<file path="config.mk">
export PLATFORM = sky130hd
export DESIGN_NAME = seq_detect_ctrl_flat
export DESIGN_NICKNAME = d
export VERILOG_FILES = /design/src/rtl/seq_detect_ctrl_if.sv /design/src/rtl/seq_detect_ctrl.sv /design/src/flat_wrapper.sv
export SDC_FILE = /design/constraint.sdc
export NUM_CORES = 1
export LEC_CHECK = 0
export CAP_MARGIN = 30
export CORE_MARGIN = 3
export CORE_UTILIZATION = 45
export DETAILED_ROUTE_END_ITERATION = 8
export PLACE_DENSITY = 0.71
export SLEW_MARGIN = 20
export SYNTH_ARGS = -nofsm -noshare
export SYNTH_HDL_FRONTEND = slang
export SYNTH_SLANG_ARGS = --single-unit
</file>
<file path="constraint.sdc">
create_clock -name clk -period 7.5 [get_ports clk]
set_clock_uncertainty 0.2 [all_clocks]
set_input_delay 1.125 -clock clk [delete_from_list [all_inputs] [get_ports clk]]
set_output_delay 1.125 -clock clk [all_outputs]
set_load 0.05 [all_outputs]
</file>
<file path="src/rtl/seq_detect_ctrl_if.sv">
// Host-side bundle for seq_detect_ctrl: config valid/ready channel, run control, serial stream and status.
// master = host/stimulus side, slave = controller side.
interface seq_detect_ctrl_if #(
  parameter int PAT_W = 8,
  parameter int LEN_W = 4,
  parameter int CNT_W = 8
);
  logic             cfg_valid;
  logic             cfg_ready;
  logic [PAT_W-1:0] cfg_pattern;
  logic [LEN_W-1:0] cfg_len;
  logic [CNT_W-1:0] cfg_target;
  logic [CNT_W-1:0] cfg_budget;
  logic             start;
  logic             stop;
  logic             in_valid;
  logic             in;
  logic             out;
  logic [CNT_W-1:0] hit_count;
  logic             busy;
  logic             done;

  modport master (
    output cfg_valid, cfg_pattern, cfg_len, cfg_target, cfg_budget,
    output start, stop, in_valid, in,
    input  cfg_ready, out, hit_count, busy, done
  );

  modport slave (
    input  cfg_valid, cfg_pattern, cfg_len, cfg_target, cfg_budget,
    input  start, stop, in_valid, in,
    output cfg_ready, out, hit_count, busy, done
  );
endinterface

</file>
<file path="src/rtl/seq_detect_ctrl.sv">
// Programmable overlapping serial pattern detector with hit/bit limits; cfg_ready low only while running.
// out is same-cycle as the completing bit, or one cycle later when SEQ_DET_REG_OUT_EN is defined.
module seq_detect_ctrl #(
  parameter int PAT_W = 8,
  parameter int LEN_W = 4,
  parameter int CNT_W = 8
) (
  input logic              clk,
  input logic              rst,
  seq_detect_ctrl_if.slave bus
);

  localparam int CW1 = CNT_W + 1;

  typedef enum logic [1:0] {
    IDLE = 2'd0,
    RUN  = 2'd1,
    DONE = 2'd2
  } state_t;

  state_t           state_q, state_d;
  logic [PAT_W-1:0] pat_q;
  logic [LEN_W-1:0] len_q;
  logic [CNT_W-1:0] tgt_q, bud_q;
  logic [PAT_W-2:0] shreg_q;
  logic [LEN_W-1:0] fill_q;
  logic [CNT_W-1:0] bits_q, hits_q;

  logic [LEN_W-1:0] len_eff, cfg_len_clamped;
  logic [PAT_W-1:0] window, mask;
  logic             running, cfg_fire, match, hit_lim, bud_lim, finish;
  logic             busy_c, done_c, cfg_ready_c;

  // len_q resets to 0; treat that as length 1 so an unconfigured run still works
  assign len_eff = (len_q == '0) ? LEN_W'(1) : len_q;

  always_comb begin
    cfg_len_clamped = bus.cfg_len;
    if (bus.cfg_len == '0)
      cfg_len_clamped = LEN_W'(1);
    else if (bus.cfg_len > LEN_W'(PAT_W))
      cfg_len_clamped = LEN_W'(PAT_W);
  end

  always_comb begin
    mask = '0;
    for (int i = 0; i < PAT_W; i++)
      mask[i] = (i < int'(len_eff));
  end

  assign window   = {shreg_q, bus.in};
  assign running  = (state_q == RUN);
  assign cfg_fire = bus.cfg_valid & cfg_ready_c;

  assign match = running & bus.in_valid
               & (fill_q >= (len_eff - LEN_W'(1)))
               & (((window ^ pat_q) & mask) == '0);

  assign hit_lim = (tgt_q != '0) & (({1'b0, hits_q} + CW1'(match)) >= {1'b0, tgt_q});
  assign bud_lim = (bud_q != '0) & (({1'b0, bits_q} + CW1'(bus.in_valid)) >= {1'b0, bud_q});
  assign finish  = running & (bus.stop | hit_lim | bud_lim);

  always_ff @(posedge clk or posedge rst) begin
    if (rst)
      state_q <= IDLE;
    else
      state_q <= state_d;
  end

  always_comb begin
    state_d     = state_q;
    busy_c      = 1'b0;
    done_c      = 1'b0;
    cfg_ready_c = 1'b1;
    case (state_q)
      IDLE: begin
        if (bus.start)
          state_d = RUN;
      end
      RUN: begin
        busy_c      = 1'b1;
        cfg_ready_c = 1'b0;
        if (finish)
          state_d = DONE;
      end
      DONE: begin
        done_c = 1'b1;
        if (bus.start)
          state_d = RUN;
      end
      default: state_d = IDLE;
    endcase
  end

  always_ff @(posedge clk or posedge rst) begin
    if (rst) begin
      pat_q   <= '0;
      len_q   <= '0;
      tgt_q   <= '0;
      bud_q   <= '0;
      shreg_q <= '0;
      fill_q  <= '0;
      bits_q  <= '0;
      hits_q  <= '0;
    end else begin
      if (cfg_fire) begin
        pat_q <= bus.cfg_pattern;
        len_q <= cfg_len_clamped;
        tgt_q <= bus.cfg_target;
        bud_q <= bus.cfg_budget;
      end
      if (!running && bus.start) begin
        shreg_q <= '0;
        fill_q  <= '0;
        bits_q  <= '0;
        hits_q  <= '0;
      end else if (running && bus.in_valid) begin
        // history is kept across matches so overlapping occurrences are found
        shreg_q <= window[PAT_W-2:0];
        if (fill_q < len_eff)
          fill_q <= fill_q + LEN_W'(1);
        if (bits_q != '1)
          bits_q <= bits_q + CNT_W'(1);
        if (match && (hits_q != '1))
          hits_q <= hits_q + CNT_W'(1);
      end
    end
  end

`ifdef SEQ_DET_REG_OUT_EN
  logic out_q;

  always_ff @(posedge clk or posedge rst) begin
    if (rst)
      out_q <= 1'b0;
    else
      out_q <= match;
  end

  assign bus.out = out_q;
`else
  assign bus.out = match;
`endif

  assign bus.cfg_ready = cfg_ready_c;
  assign bus.busy      = busy_c;
  assign bus.done      = done_c;
  assign bus.hit_count = hits_q;

endmodule

</file>
<file path="src/flat_wrapper.sv">
// flat-port wrapper written by rule: the top's interface ports become plain ports
module seq_detect_ctrl_flat 
#(
  parameter int PAT_W = 8,
  parameter int LEN_W = 4,
  parameter int CNT_W = 8
)
  (clk, rst, bus_cfg_valid, bus_cfg_pattern, bus_cfg_len, bus_cfg_target, bus_cfg_budget, bus_start, bus_stop, bus_in_valid, bus_in, bus_cfg_ready, bus_out, bus_hit_count, bus_busy, bus_done);
  seq_detect_ctrl_if #(.PAT_W(PAT_W), .LEN_W(LEN_W), .CNT_W(CNT_W)) bus_i ();
  input logic clk;
  input logic rst;
  input wire logic [$bits(bus_i.cfg_valid)-1:0] bus_cfg_valid;
  input wire logic [$bits(bus_i.cfg_pattern)-1:0] bus_cfg_pattern;
  input wire logic [$bits(bus_i.cfg_len)-1:0] bus_cfg_len;
  input wire logic [$bits(bus_i.cfg_target)-1:0] bus_cfg_target;
  input wire logic [$bits(bus_i.cfg_budget)-1:0] bus_cfg_budget;
  input wire logic [$bits(bus_i.start)-1:0] bus_start;
  input wire logic [$bits(bus_i.stop)-1:0] bus_stop;
  input wire logic [$bits(bus_i.in_valid)-1:0] bus_in_valid;
  input wire logic [$bits(bus_i.in)-1:0] bus_in;
  output wire logic [$bits(bus_i.cfg_ready)-1:0] bus_cfg_ready;
  output wire logic [$bits(bus_i.out)-1:0] bus_out;
  output wire logic [$bits(bus_i.hit_count)-1:0] bus_hit_count;
  output wire logic [$bits(bus_i.busy)-1:0] bus_busy;
  output wire logic [$bits(bus_i.done)-1:0] bus_done;
  assign bus_i.cfg_valid = bus_cfg_valid;
  assign bus_i.cfg_pattern = bus_cfg_pattern;
  assign bus_i.cfg_len = bus_cfg_len;
  assign bus_i.cfg_target = bus_cfg_target;
  assign bus_i.cfg_budget = bus_cfg_budget;
  assign bus_i.start = bus_start;
  assign bus_i.stop = bus_stop;
  assign bus_i.in_valid = bus_in_valid;
  assign bus_i.in = bus_in;
  assign bus_cfg_ready = bus_i.cfg_ready;
  assign bus_out = bus_i.out;
  assign bus_hit_count = bus_i.hit_count;
  assign bus_busy = bus_i.busy;
  assign bus_done = bus_i.done;
  seq_detect_ctrl #(.PAT_W(PAT_W), .LEN_W(LEN_W), .CNT_W(CNT_W)) u_core (.clk(clk), .rst(rst), .bus(bus_i));
endmodule
</file>
==> out/qor.yml <==
yosys:
  synth_seq_area_share_pct: 41.1
  syn-num-nets: 413
  ys_seq_elements: 57
  synthesis.area_um2: 3470
  synthTopCellsByArea: "dfrtp_1 (41%), ha_1 (12%), mux2_2 (8.1%)"
  synth_area_leader_cell: "dfrtp_1"
  synth_cells: 344
  synthArstFlopShare_pct: 100
  synthFlopType: "dfrtp_1"
  synth_edf_count: 0
  syn_avg_cell_area_um2: 10.1
  synth_warnings: 0
  netlist.area_leader.share_pct: 41.1
  ys_types: 39
place:
  dp_cells: 479
  place.gp.congestion: 0.877
  place_ws_ns: 1.74
  io_buffers: 46
  place_area_um2: 4030
  post-dp-hpwl_um: 5490
sta:
  drv_slew: 0
  slew_headroom_pct: 53.0
  worstMarginPinSlew_ns: 0.705
  fmax_mhz: 181
  finalHoldViolCount: 0
  rsz0062_at_grt: "false"
  setup_violations: 0
  finalWorstSetupSlack_ns: 1.96
  fin_tns_setup_ns: 0
  hold_slack_ns: 0.311
  fin_crit_ns: 5.54
  fin_crit_sh_pct: 73.9
clock_network:
  worstSkewPairLatency_ns: 0.34
  post_cts_resize_count: 0
  max-clock-path-buffers: 2
  cts_tree: "yes"
  cts_sinks: 57
  postCtsHoldBufs: 0
  htree_levels: 3
  cts_root_buf: "clkbuf_8"
  postCtsSetupBuffers: 0
  clkSlewWorstSetupHoldPaths_ns: 0.07
  cts_buffers: 9
routing:
  via_per_inst: 5.32
  wire_per_inst_um: 14.9
  drt_wl_total_um: 7400
  dr.pass1.iters: 5
  drt_iter0_markers: 80
  ant_nets: 0
  drcViolationCount: 0
  dr_total_vias: 2633
worst_setup_path:
  cp_slowest_cell: "a2111oi_4"
  crit_required_ns: 7.53
  critical_path_arrival_ns: 5.57
  cp_cell_sequence: "nor2_1 > a21o_1 > inv_1 > ha_1 > xnor2_1 > ha_1 > a2111oi_0 > or4_4 > a2111oi_4 > ha_1 > ha_1 > nand3_1 > xnor2_1 > ha_1 > nor2b_1 > a2111oi_0 > a221oi_1 > a311o_1 > a22o_1"
  crit_fanout: 11
  path_buf_inv: 1
  start_kind: "flop"
  critical_path_class: "flop to flop"
  end_kind: "flop"
  crit_path_start: "u_core.len_q[2]"
  critical_path.top_delay_family: "compound AO/OA/AOI/OAI gates"
  cp_common_cell: "ha_1"
  max_stage_delay_ns: 0.66
  r2r_start: "u_core.len_q[2]"
global_routing:
  overflow: 0
  antenna_found_initial: 0
  grt_max_degree: 58
  grt_pass1_vias: 2596
  grt_usage_pct: 18.3
  grt_pass1_wl_um: 12400
run:
  drv_cap: 0
layout:
  layout_common_cells: "dfrtp_1 (57), clkdlybuf4s50_1 (46), ha_1 (34)"
  fill_cells: 651
  nNetsFinal: 461
  syn2layout_area_growth_pct: 22.2
  fin_area_um2: 4240
  final_util_pct: 57.6
  antenna_cells: 0
  drive_gt1_share_pct: 12.1
  mostFrequentLayoutCell: "dfrtp_1"
  final_cells: 495
floorplanning:
  io_pins: 47
  placementRows: 31
  die_h_um: 93.8
  core_area_um2: 7370
  die_w_um: 93.8
  dieArea_um2: 8800
  start_util_pct: 47.1
power_and_ir_drop:
  power_mw: 1.16
  powerDensity_nw_per_um2: 274
  p_leak_nw: 1.99
  vdd_drop_max_mv: 0.0957
outcome:
  status: "finished, final reports clean"
worst_hold_path:
  min-delay-path-class: "flop to flop"
  worstHoldStart: "u_core.tgt_q[5]"
## final cells by class
class	instances	area [um^2]	share of cell area, %
Tap cell	99	124	2.92
Clock inverter	3	65.1	1.53
Clock buffer	12	145	3.42
Sequential cell	57	1430	33.6
Timing Repair Buffer	49	483	11.4
Inverter	26	97.6	2.30
Multi-Input combinational cell	249	1900	44.8
## routing by layer
metal | vias up | GRT usage [%] | part of all wire [%]
met5 | - | 0 | 0
met4 | 0 | 7.22 | 1.9
met3 | 11 | 3.93 | 4.3
met2 | 62 | 29.2 | 46
met1 | 1263 | 24.1 | 47
li1 | 1297 | - | -
## state kept, by name (all words and copies together), names as in the netlist
| register | cells |
|---|---|
| u_core.bits_q | 8 |
| u_core.bud_q | 8 |
| u_core.bus.hit_count | 8 |
| u_core.pat_q | 8 |
| u_core.tgt_q | 8 |
| u_core.shreg_q | 7 |
| u_core.fill_q | 4 |
| u_core.len_q | 4 |
| u_core.state_q | 2 |
## kinds of logic after synthesis
group           after synthesis  synth area share [%]
fa+ha+maj                    34                  12.3
mux                          31                  9.84
buf+inv                      38                  4.11
compound gates               52                  10.8
simple gates                102                  14.3
flops                        57                  41.1
xor+xnor                     30                  7.57
## worst reg2reg max path: cells and delay by family (launching register included)
family                     cells  cell delay, ns
AOI/OAI and AO/OA              7            2.09
adders and majority gates      5            1.25
and+or+nand+nor                4            1.00
DFF                            1            0.44
xor gates and xnor gates       2            0.35
buffers and inverters          1            0.08
## synth_stat cells (2+ instances only)
master	count
nor4_1	2
ha_1	34
xnor2_1	17
a22o_1	8
o211ai_1	2
a2111oi_0	2
nand3_1	14
nor2_1	30
mux2_2	25
o21ai_0	13
nand2_1	23
xor2_1	13
and2_1	2
dfrtp_1	57
and3_1	5
nor2b_1	4
inv_1	26
a31o_2	2
nand4_1	10
o21a_1	6
a21oi_1	9
clkbuf_1	11
nand2b_1	6
o31ai_1	2
a21o_1	2
mux2i_1	6
## path summary, 6_finish.rpt
kind                                endpoint  slack [ns]  cells after the start
max                        u_core.state_q[1]        1.96                     19
min                          u_core.tgt_q[5]        0.31                      1
max reg2reg                u_core.state_q[1]        1.96                     19
min reg2reg                  u_core.tgt_q[5]        0.31                      1
max in group asynchronous   u_core.fill_q[0]        5.52                      3
min in group asynchronous    u_core.tgt_q[4]        1.11                      3
## where the power goes
group          switching [mW]  total [mW]  internal [mW]
logic                   0.211       0.403          0.191
registers              0.0650       0.444          0.378
clock network           0.122       0.316          0.194
total                   0.399        1.16          0.764
No activity file was read; power rests on OpenSTA's default activity.
==> RTL edit, RTL diff (same flow settings) <==
Add a define of `SEQ_DET_REG_OUT_EN`.
--- a/src/rtl/seq_detect_ctrl.sv
+++ b/src/rtl/seq_detect_ctrl.sv
@@ -1,4 +1,6 @@
 // Programmable overlapping serial pattern detector with hit/bit limits; cfg_ready low only while running.
 // out is same-cycle as the completing bit, or one cycle later when SEQ_DET_REG_OUT_EN is defined.
+`define SEQ_DET_REG_OUT_EN
+
 module seq_detect_ctrl #(
   parameter int PAT_W = 8,
Check against the original RTL: not equivalent (a bounded check fails within 4 cycles, from zero or initial values and one cycle with rst high).
==> RTL edit against the original RTL <==
- synthesized cell count rose by 0.29%
- setup slack better by 27 ps
- utilization shrank 0.28 points
- final cell count is 0.20% higher
- cell area barely moved
- area after synthesis is 0.72% higher
- sequential cell count is 1 higher
- total power down 3.0%
- routed wire length fell by 2.8%
- global-route usage rose by 0.074 points
- highest routed layer unchanged
==> RTL edit: results <==
export IMPL_stdcell_count=496
export IMPL_async_flop_share=1.000
export IMPL_yosysSeqAreaShare=0.4152
export IMPL_antenna_found_initial=0
export IMPL_final_nets=461
export IMPL_grt_pass1_vias=2706
export IMPL_worstHoldEndpoint="u_core.tgt_q[6]"
export IMPL_gp_congestion=0.8389
export IMPL_routed_wirelength_mm=7.186
export IMPL_final_layout_size_suffix_gt1_frac=0.1259
export IMPL_cts_made_buffers=9
export IMPL_fill_cells=661
export IMPL_grt_max_degree=59
export IMPL_viasPerCell=5.308
export IMPL_cp_arrival_ps=5540
export IMPL_worst_hold_slack_ps=309.0
export IMPL_syn_avg_cell_area_um2=10.13
export IMPL_outcome="completed"
export IMPL_rr_worst_depth=19
export IMPL_irDropWorstVdd_uv=151.3
export IMPL_placed_cells=480
export IMPL_synth_nets=414
export IMPL_grt_total_usage=0.1834
export IMPL_place_hpwl_mm=5.338
export IMPL_first_pass_iters=4
export IMPL_worst_pin_slew_ps=926.5
export IMPL_grt_pass1_wl_mm=12.68
export IMPL_synth_common_cells="58 x dfrtp_1, 34 x ha_1, 30 x nor2_1"
export IMPL_hold_start="u_core.tgt_q[6]"
export IMPL_place_area_mm2=0.004050
## RTL edit: changes by cell type after synthesis
cell     before  now
dfrtp_1      57   58
## RTL edit: report_power, final
part           switching, mW  leakage, nW  total [mW]  internal, mW
clock                  0.130       0.0990       0.282         0.152
combinational          0.208         1.15       0.398         0.191
sequential            0.0639        0.744       0.448         0.384
## RTL edit: layer usage
metal | share of wire | track usage
met1 | 0.46 | 0.2376
met2 | 0.48 | 0.2902
met3 | 0.039 | 0.04327
met4 | 0.021 | 0.08183
met5 | 0 | 0
## RTL edit: worst max-delay path by stage
stage | endpoint | slack [ps] | from
2_1_floorplan | u_core.state_q[1] | 2550 | u_core.len_q[2]
3_3_place_gp | u_core.state_q[1] | 1890 | bus_in
3_5_place_dp | u_core.state_q[1] | 1750 | bus_in
4_1_cts | u_core.state_q[1] | 2010 | u_core.len_q[2]
5_1_grt | u_core.state_q[1] | 1530 | u_core.len_q[2]
6_report | u_core.state_q[1] | 1990 | u_core.len_q[2]
## RTL edit: logic make-up after synthesis
group | share of synthesized area
AOI/OAI and AO/OA | 0.1070
xor gates and xnor gates | 0.07516
adders and majority gates | 0.1217
buffers and inverters | 0.04080
DFF | 0.4152
muxes | 0.09771
and+or+nand+nor | 0.1425
## RTL edit: through the flow
| step | util | total power, mW |
|---|---|---|
| floorplan | - | 0.7407 |
| global placement | 0.5467 | 0.8374 |
| detailed placement | 0.5467 | 0.8511 |
| CTS | 0.5729 | 1.144 |
| global route | 0.5729 | 1.219 |
| finish | 0.5729 | 1.128 |
## RTL edit: cell type report
| cell class | count | share of cell area |
|---|---|---|
| sequential | 58 | 0.3420 |
| clock buffer | 9 | 0.02919 |
| inverter | 26 | 0.02300 |
| clock inverter | 7 | 0.01651 |
| multi-input combinational | 249 | 0.4481 |
| timing repair buffer | 48 | 0.1120 |
| tap | 99 | 0.02919 |
## RTL edit: worst max-delay path, stage by stage, from the launching register on
cell and delay, ps:
dfrtp_1 440, nor2_1 220, a21o_1 220, inv_1 80, ha_1 230, xnor2_1 160
ha_1 180, a2111oi_0 60, or4_4 500, a2111oi_4 650, ha_1 330, ha_1 220
nand3_1 130, xnor2_1 210, ha_1 270, nor2b_1 140, a2111oi_0 380, a221oi_1 180
a311o_1 360, a22o_1 230
